### src/rtl/rect_fill_writer.sv
// Rectangle fill engine: accepts one fill command, clips it to the visible
// frame and streams one registered pixel write per clock in raster order.
module rect_fill_writer #(
  parameter int unsigned W_RES = 640,
  parameter int unsigned H_RES = 480,
  parameter int unsigned DIM_W = 7
) (
  input  logic             CLOCK_50,
  input  logic             reset,
  input  logic             req_valid,
  output logic             req_ready,
  input  logic [10:0]      req_x,
  input  logic [10:0]      req_y,
  input  logic [DIM_W-1:0] req_w,
  input  logic [DIM_W-1:0] req_h,
  input  logic [7:0]       req_r,
  input  logic [7:0]       req_g,
  input  logic [7:0]       req_b,
  output logic             wr_en,
  output logic [10:0]      wr_x,
  output logic [10:0]      wr_y,
  output logic [7:0]       wr_r,
  output logic [7:0]       wr_g,
  output logic [7:0]       wr_b,
  output logic             busy,
  output logic             done
);

  localparam logic [11:0] XMax = 12'(W_RES - 1);
  localparam logic [11:0] YMax = 12'(H_RES - 1);

  typedef enum logic [1:0] {StIdle, StClip, StFill, StDone} state_e;

  state_e           state_q, state_d;
  logic [10:0]      x0_q, y0_q;
  logic [DIM_W-1:0] w_q, h_q;
  logic [7:0]       r_q, g_q, b_q;
  logic [10:0]      x_last_q, y_last_q;
  logic [10:0]      cur_x_q, cur_y_q;

  logic [11:0]      x_end, y_end;
  logic [10:0]      x_last_d, y_last_d;
  logic             empty;
  logic             at_row_end;
  logic             at_last;

  // Clip arithmetic on the latched command; 12 bits so x + w cannot wrap.
  always_comb begin
    x_end    = {1'b0, x0_q} + 12'(w_q) - 12'd1;
    y_end    = {1'b0, y0_q} + 12'(h_q) - 12'd1;
    x_last_d = (x_end > XMax) ? XMax[10:0] : x_end[10:0];
    y_last_d = (y_end > YMax) ? YMax[10:0] : y_end[10:0];
    empty    = (w_q == '0) || (h_q == '0) ||
               ({1'b0, x0_q} > XMax) || ({1'b0, y0_q} > YMax);
  end

  assign at_row_end = (cur_x_q == x_last_q);
  assign at_last    = at_row_end && (cur_y_q == y_last_q);
  assign req_ready  = (state_q == StIdle);
  assign busy       = (state_q != StIdle);

  // Next-state logic.
  always_comb begin
    state_d = state_q;
    unique case (state_q)
      StIdle: if (req_valid) state_d = StClip;
      StClip: state_d = empty ? StDone : StFill;
      StFill: if (at_last) state_d = StDone;
      StDone: state_d = StIdle;
    endcase
  end

  // State register.
  always_ff @(posedge CLOCK_50 or negedge reset) begin
    if (!reset) state_q <= StIdle;
    else        state_q <= state_d;
  end

  // Capture the command on acceptance; inputs are ignored afterwards.
  always_ff @(posedge CLOCK_50 or negedge reset) begin
    if (!reset) begin
      x0_q <= '0;
      y0_q <= '0;
      w_q  <= '0;
      h_q  <= '0;
      r_q  <= '0;
      g_q  <= '0;
      b_q  <= '0;
    end else if (state_q == StIdle && req_valid) begin
      x0_q <= req_x;
      y0_q <= req_y;
      w_q  <= req_w;
      h_q  <= req_h;
      r_q  <= req_r;
      g_q  <= req_g;
      b_q  <= req_b;
    end
  end

  // Clip bounds and raster cursor.
  always_ff @(posedge CLOCK_50 or negedge reset) begin
    if (!reset) begin
      x_last_q <= '0;
      y_last_q <= '0;
      cur_x_q  <= '0;
      cur_y_q  <= '0;
    end else if (state_q == StClip) begin
      x_last_q <= x_last_d;
      y_last_q <= y_last_d;
      cur_x_q  <= x0_q;
      cur_y_q  <= y0_q;
    end else if (state_q == StFill) begin
      if (at_row_end) begin
        cur_x_q <= x0_q;
        cur_y_q <= cur_y_q + 11'd1;
      end else begin
        cur_x_q <= cur_x_q + 11'd1;
      end
    end
  end

  // Registered write port and completion pulse; each lags its state by one cycle.
  always_ff @(posedge CLOCK_50 or negedge reset) begin
    if (!reset) begin
      wr_en <= 1'b0;
      wr_x  <= '0;
      wr_y  <= '0;
      wr_r  <= '0;
      wr_g  <= '0;
      wr_b  <= '0;
      done  <= 1'b0;
    end else begin
      wr_en <= (state_q == StFill);
      done  <= (state_q == StDone);
      if (state_q == StFill) begin
        wr_x <= cur_x_q;
        wr_y <= cur_y_q;
        wr_r <= r_q;
        wr_g <= g_q;
        wr_b <= b_q;
      end
    end
  end

endmodule

### config.mk
export PLATFORM = sky130hd
export DESIGN_NAME = rect_fill_writer
export DESIGN_NICKNAME = d
export VERILOG_FILES = /design/src/rtl/rect_fill_writer.sv
export SDC_FILE = /design/constraint.sdc
export NUM_CORES = 1
export LEC_CHECK = 0
export ABC_AREA = 1
export BUFFER_PORTS_ARGS = -buffer_cell sky130_fd_sc_hd__buf_4
export CORE_MARGIN = 1.5
export CORE_UTILIZATION = 50
export DETAILED_ROUTE_END_ITERATION = 8
export PLACE_DENSITY = 0.71
export SLEW_MARGIN = 20
export SYNTH_ARGS = -nofsm -noshare
export SYNTH_HDL_FRONTEND = slang
export SYNTH_SLANG_ARGS = --single-unit
### constraint.sdc
create_clock -name CLOCK_50 -period 5.72 [get_ports CLOCK_50]
set_clock_uncertainty 0.2 [all_clocks]
set_input_delay 0.286 -clock CLOCK_50 [delete_from_list [all_inputs] [get_ports CLOCK_50]]
set_output_delay 0.286 -clock CLOCK_50 [all_outputs]
set_load 0.01 [all_outputs]
==> impl_metrics.tcl, run 1 <==
set metrics [dict create \
    start_util_pct 51.2 \
    htree_levels 4 \
    power.density_mw_per_mm2 643 \
    worstSetupEndpointType "flop" \
    rsz0062_at_grt "no" \
    worstSetupPathType "flop to flop" \
    synthCells 1007 \
    post-dp-hpwl_mm 13.3 \
    port_buffers 112 \
    synthToLayoutAreaGrowth_pct 26.4 \
    grt_util_all_layers_pct 23.2 \
    die_height_um 133 \
    comb_power_share_pct 53.9 \
    synth_cell_type_count 35 \
    netlist_top_cells_area "sky130_fd_sc_hd__dfrtp_1 (45%), sky130_fd_sc_hd__nand2_1 (9.8%), sky130_fd_sc_hd__mux2_2 (7.4%)" \
    report.final.setup_viol 0 \
    power.switching_fraction_pct 44.6 \
    vias_per_cell 4.93 \
    core_area_sq_mm 0.0166 \
    maxSlewViolCount 0 \
    layout-drive-gt1-share_pct 19.2 \
    die_x_um 133 \
    max-cap-violations 0 \
    ys_seq_elements 154 \
    cts_tree "done" \
    period_share_pct 50.9 \
    drt-pass1-iter-count 5 \
    grt_antenna_before_repair 0 \
    average_wire_per_standard_cell_um 13.9 \
    cts_repair_resize_count 0 \
    grt_pass1_vias 6794 \
    gp_congestion 0.870 \
    netlist.top_cell.by_area "sky130_fd_sc_hd__dfrtp_1" \
    start_kind "flop" \
    syn-cell-area_sq_mm 0.00848 \
    hold_class "input pin to flop" \
    clockPowerShare_pct 17.5 \
    worst-slew-pin-transition_ns 1.06 \
    tritoncts_num_sinks 154 \
    achievable_freq_mhz 344 \
    cts-hold-fix-buffers 61 \
    ant_nets 0 \
    layout_common_cells "sky130_fd_sc_hd__nand2_1 (221), sky130_fd_sc_hd__dfrtp_1 (154), sky130_fd_sc_hd__inv_1 (149)" \
    worst_ir_drop_vdd_v 0.000322 \
    power_mw 6.89 \
    num_antenna_cells 0 \
    wl_mm 19.6 \
    hold_violations 0 \
    pin_count_of_the_biggest_net_entering_global_routing 100 \
    top_usage_layer "met2" \
    num_vias 6925 \
    run_status "finished clean" \
    drt_iter0_markers 435 \
    worstPathArrival_ns 3.03 \
    use_met2_pct 35.8 \
    critical_path_peak_fanout 40 \
    cts-root-to-sink-buffers 2 \
    layout_nets 1284 \
    synth.yosys.seq_area_share_pct 45.4 \
    grt_remaining_overflow 0 \
    clk_latency_ns 0.43 \
    yosys_warnings 0 \
    slew-limit-headroom_pct 29.6 \
    leading_cell_type_in_the_layout_fill_and_taps_excluded "sky130_fd_sc_hd__nand2_1" \
    grt_pass1_wl_mm 33.0 \
    fin_worst_hold_slack_ns 0.0910 \
    finalSetupTns_ns 0 \
    min_period_ns 2.91 \
    groute.layer.met1.usage_pct 33.7 \
    switching_power_mw 3.07 \
    cellLeakagePower_nw 5.41 \
    worstPathRequired_ns 5.84 \
    clock_tree.root_cell "sky130_fd_sc_hd__clkbuf_16" \
    floorplan.die_area_sq_mm 0.0178 \
    p_int_mw 3.82 \
    cts.clk_slew.worst_paths_ns 0.07 \
    placementRows 47 \
    floorplan.io_pins 113 \
    clock_buffer_count_from_cts 17 \
    cts_setup_buffers 0 \
    grt_use_met3_pct 4.34 \
    average_footprint_of_a_synthesized_cell_sq_um 8.43 \
    netlist.area_leader.share_pct 45.4 \
    pwr-share-seq_pct 28.6 \
    synth_nets 1118 \
    remaining_drc_errors 0 \
]
==> critical path: stages (launching register included) <==
cell	delay (ns)
sky130_fd_sc_hd__dfrtp_1	0.42
sky130_fd_sc_hd__inv_1	0.10
sky130_fd_sc_hd__ha_1	0.14
sky130_fd_sc_hd__buf_4	0.35
sky130_fd_sc_hd__clkinv_1	0.77
sky130_fd_sc_hd__o21ai_0	0.39
sky130_fd_sc_hd__nor2_2	0.15
sky130_fd_sc_hd__o21ai_0	0.19
sky130_fd_sc_hd__nand2_1	0.06
==> final timing paths <==
kind	start	slack, ns	cells past startpoint	end
worst max register to register	state_q[1]$_DFFE_PN0P_	2.81	8	cur_x_q[0]$_DFFE_PN0P_
min in group asynchronous	reset	0.30	2	wr_y[3]$_DFFE_PN0P_
max in group asynchronous	reset	3.81	3	w_q[6]$_DFFE_PN0P_
worst min-delay path	req_valid	0.09	6	state_q[0]$_DFFE_PN0P_
worst max-delay path	state_q[1]$_DFFE_PN0P_	2.81	8	cur_x_q[0]$_DFFE_PN0P_
worst min register to register	g_q[5]$_DFFE_PN0P_	0.30	1	wr_g[5]$_DFFE_PN0P_
==> state kept, by name, indices dropped and copies added (netlist names), 11 cells and up <==
| register | flops |
|---|---|
| x_last_q | 11 |
| cur_x_q | 11 |
| cur_y_q | 11 |
| wr_y | 11 |
| y_last_q | 11 |
| x0_q | 11 |
| wr_x | 11 |
| y0_q | 11 |
==> power by group through the flow <==
stage               clock network (mW)  registers, mW  logic, mW
finish                            1.21           1.97       3.72
global route                      1.27           2.05       4.22
CTS                               1.22           1.97       3.71
detailed placement                   0           1.98       3.65
global placement                     0           1.96       3.60
floorplan                            0           1.95       2.67
==> cells by family after synthesis <==
group	count (synthesis)	share of synthesized area, %
fa+ha+maj	48	7.26
compound gates	98	5.88
xor+xnor	33	3.58
mux	56	7.43
simple gates	437	21.9
buf+inv	181	8.49
flops	154	45.4
==> final cells by class <==
cell class | instances | area, sq um
Clock inverter | 15 | 204
Multi-Input combinational cell | 672 | 3920
Fill cell | 1413 | 5860
Tap cell | 220 | 275
Inverter | 152 | 571
Clock buffer | 17 | 425
Timing Repair Buffer | 176 | 1480
Sequential cell | 154 | 3850
==> synth_stat cells <==
master	instances
sky130_fd_sc_hd__a21oi_1	64
sky130_fd_sc_hd__and2_1	1
sky130_fd_sc_hd__buf_1	5
sky130_fd_sc_hd__buf_2	3
sky130_fd_sc_hd__buf_6	5
sky130_fd_sc_hd__clkbuf_1	16
sky130_fd_sc_hd__clkinv_1	2
sky130_fd_sc_hd__dfrtp_1	154
sky130_fd_sc_hd__fa_1	2
sky130_fd_sc_hd__ha_1	46
sky130_fd_sc_hd__inv_1	149
sky130_fd_sc_hd__inv_2	1
sky130_fd_sc_hd__mux2_2	56
sky130_fd_sc_hd__nand2_1	222
sky130_fd_sc_hd__nand2_2	1
sky130_fd_sc_hd__nand3_1	69
sky130_fd_sc_hd__nand3_2	1
sky130_fd_sc_hd__nand3b_1	3
sky130_fd_sc_hd__nand4_1	11
sky130_fd_sc_hd__nor2_1	103
sky130_fd_sc_hd__nor2_2	2
sky130_fd_sc_hd__nor2_4	2
sky130_fd_sc_hd__nor2_8	1
sky130_fd_sc_hd__nor3_1	7
sky130_fd_sc_hd__nor3_2	1
sky130_fd_sc_hd__nor4_1	1
sky130_fd_sc_hd__o21a_1	1
sky130_fd_sc_hd__o21ai_0	27
sky130_fd_sc_hd__o21ai_1	3
sky130_fd_sc_hd__o21bai_1	2
sky130_fd_sc_hd__o22ai_1	1
sky130_fd_sc_hd__or2_2	12
sky130_fd_sc_hd__xnor2_1	19
sky130_fd_sc_hd__xnor2_2	2
sky130_fd_sc_hd__xor2_1	12
==> metrics by stage <==
stage,util (%),setup WS [ns],area (sq um),cells
after floorplan,-,3.22,8480,1007
after global placement,57.2,2.96,9490,1313
after detailed placement,57.2,2.87,9490,1313
after CTS,64.7,2.86,10700,1406
after global routing,64.7,2.63,10700,1406
final,64.7,2.81,10700,1406
==> layer usage <==
metal / part of all wire, % / vias up
met1: 50 / 3224
li1: - / 3518
met2: 45 / 164
met5: 0 / -
met3: 3.8 / 19
met4: 1.2 / 0
Power figures use the tool's default switching activity.
==> inputs of run 2 (changes only) <==
- PLACE_DENSITY: 0.71 -> 0.73
- clock period: 5.72 -> 2.5 ns (I/O delays scaled with it)
==> run 2 against run 1 <==
The flow now finishes with violations (negative setup slack); critical endpoint is now y_last_q[4]$_DFFE_PN0P_; sequential power rose by 130%; global-route usage rose by 0.46 points; via count rose by 7.4%; sequential share of layout area fell by 2.7 points; combinational power rose to 3.0 times the previous value; final cell count rose by 4.7%.
==> impl_metrics.tcl, run 2 (synthesis results as in run 1) <==
set metrics [dict create \
    average_wire_per_standard_cell_um 14.5 \
    numPlacedInstances 1368 \
    layout_common_cells "sky130_fd_sc_hd__nand2_1 (201), sky130_fd_sc_hd__buf_4 (172), sky130_fd_sc_hd__dfrtp_1 (154)" \
    fin_worst_hold_slack_ns 0.107 \
    grt_util_all_layers_pct 23.6 \
    power.density_mw_per_mm2 1580 \
    worstPathRequired_ns 2.62 \
    layout-drive-gt1-share_pct 28.6 \
    cellLeakagePower_nw 5.77 \
    failed_checks "negative setup slack" \
    die_height_um 133 \
    worstSetupEndpointType "flop" \
    layout_nets 1350 \
    min_period_ns 2.57 \
    floorplan.die_area_sq_mm 0.0178 \
    worst-r2r-setup-slack_ns -0.07 \
    ant_nets 0 \
    cts.clk_slew.worst_paths_ns 0.07 \
    cts_tree "done" \
    drt_iter0_markers 459 \
    max-cap-violations 0 \
    die_x_um 133 \
    drt-pass1-iter-count 5 \
    design_area_sq_mm 0.0116 \
    htree_levels 4 \
    period_share_pct 103 \
    worstPathArrival_ns 2.69 \
    worst-slew-pin-transition_ns 0.900 \
    achievable_freq_mhz 390 \
    dpl_worst_slack_ns -0.195 \
    port_buffers 112 \
    hold_violations 0 \
    remaining_drc_errors 0 \
    placementRows 47 \
    critical_path.reg2reg.startpoint "h_q[1]$_DFFE_PN0P_" \
    report.final.setup_viol 6 \
    leading_cell_type_in_the_layout_fill_and_taps_excluded "sky130_fd_sc_hd__nand2_1" \
    clk_latency_ns 0.43 \
    rr_endpoint "y_last_q[4]$_DFFE_PN0P_" \
    vias_per_cell 5.05 \
    rsz0062_at_grt "yes" \
    num_antenna_cells 0 \
    post-dp-hpwl_mm 13.8 \
    start_util_pct 51.2 \
    gp_congestion 0.854 \
    grt_antenna_before_repair 0 \
    hold_class "input pin to asynchronous set/reset pin" \
    grt_pass1_wl_mm 33.9 \
    slew-limit-headroom_pct 40.0 \
    run_status "complete, but fails checks" \
    critical_path_peak_fanout 7 \
    synthToLayoutAreaGrowth_pct 36.6 \
    worst_ir_drop_vdd_v 0.000977 \
    num_vias 7435 \
    start_kind "flop" \
    final_standard_cell_utilization_of_the_core_pct 69.9 \
    clock_buffer_count_from_cts 17 \
    maxSlewViolCount 0 \
    stdcell_count 1472 \
    worstSetupPathType "flop to flop" \
    detailed_place.area_sq_mm 0.00994 \
    final.fill_count 1228 \
    cts-root-to-sink-buffers 2 \
    core_area_sq_mm 0.0166 \
    final.setup.worst_slack_ns -0.0663 \
    floorplan.io_pins 113 \
    grt_pass1_vias 7075 \
    wl_mm 21.3 \
    pin_count_of_the_biggest_net_entering_global_routing 155 \
    tritoncts_num_sinks 154 \
    reg2regPathDepth 19 \
    clock_tree.root_cell "sky130_fd_sc_hd__clkbuf_16" \
    grt_remaining_overflow 0 \
]
==> run 2: repair_timing <==
item                                    4_1_cts  5_1_grt
gates resized for setup                      14       63
endpoints found under the hold margin       216        0
endpoints found under the setup margin       18       19
cloned                                        2        1
buffers inserted                              6        2
pin swaps                                     8       24
hold buffers                                 62        0
==> run 2: cell type report <==
class | instances | area [sq um] | area share, %
Timing Repair Buffer | 239 | 2000 | 17.3
Inverter | 152 | 573 | 4.95
Sequential cell | 154 | 3850 | 33.3
Clock buffer | 17 | 425 | 3.67
Timing Repair inverter | 1 | 3.75 | 0.0324
Tap cell | 220 | 275 | 2.38
Multi-Input combinational cell | 674 | 4260 | 36.7
Clock inverter | 15 | 196 | 1.70
==> run 2: layer usage <==
metal	global-route usage, %	vias up	wire length, um
met2	37.9	224	10100
met5	0	-	0
met3	4.03	44	1100
met4	6.82	0	362
met1	33.2	3502	9760
li1	-	3665	-
==> run 2: how the worst max path moves through the flow <==
stage,to,cells after the start,startpoint
global route,y_last_q[0]$_DFFE_PN0P_,18,y0_q[1]$_DFFE_PN0P_
global placement,y_last_q[4]$_DFFE_PN0P_,18,y0_q[1]$_DFFE_PN0P_
CTS,y_last_q[2]$_DFFE_PN0P_,18,y0_q[1]$_DFFE_PN0P_
detailed placement,y_last_q[2]$_DFFE_PN0P_,18,y0_q[1]$_DFFE_PN0P_
finish,y_last_q[4]$_DFFE_PN0P_,19,h_q[1]$_DFFE_PN0P_
floorplan,y_last_q[2]$_DFFE_PN0P_,18,y0_q[1]$_DFFE_PN0P_
==> run 2: power by group <==
group          total [mW]  leakage [nW]  internal, mW  switching, mW
clock                2.66         0.301          1.45           1.21
combinational        11.2          3.70          5.00           6.20
sequential           4.48          1.77          3.65          0.829
==> run 2: through the flow <==
stage	setup TNS [ns]	power, mW
global route	-1.34	19.8
detailed placement	-1.97	13.9
finish	-0.316	18.3
CTS	-0.465	17.1
floorplan	0	10.6
global placement	-0.631	13.6
==> run 2: worst max-delay path, stage by stage (launching register included) <==
cell                      delay [ns]
sky130_fd_sc_hd__dfrtp_1        0.38
sky130_fd_sc_hd__inv_2          0.08
sky130_fd_sc_hd__ha_4           0.20
sky130_fd_sc_hd__inv_2          0.06
sky130_fd_sc_hd__ha_4           0.13
sky130_fd_sc_hd__inv_2          0.04
sky130_fd_sc_hd__fa_2           0.33
sky130_fd_sc_hd__inv_2          0.08
sky130_fd_sc_hd__nand2_2        0.08
sky130_fd_sc_hd__nand2_4        0.09
sky130_fd_sc_hd__buf_12         0.11
sky130_fd_sc_hd__nand3_4        0.07
sky130_fd_sc_hd__nand2_2        0.06
sky130_fd_sc_hd__nand2_1        0.09
sky130_fd_sc_hd__nand3_2        0.11
sky130_fd_sc_hd__nor2_4         0.05
sky130_fd_sc_hd__nand2_4        0.11
sky130_fd_sc_hd__nand3_2        0.09
sky130_fd_sc_hd__nand2_1        0.07
sky130_fd_sc_hd__inv_1          0.04
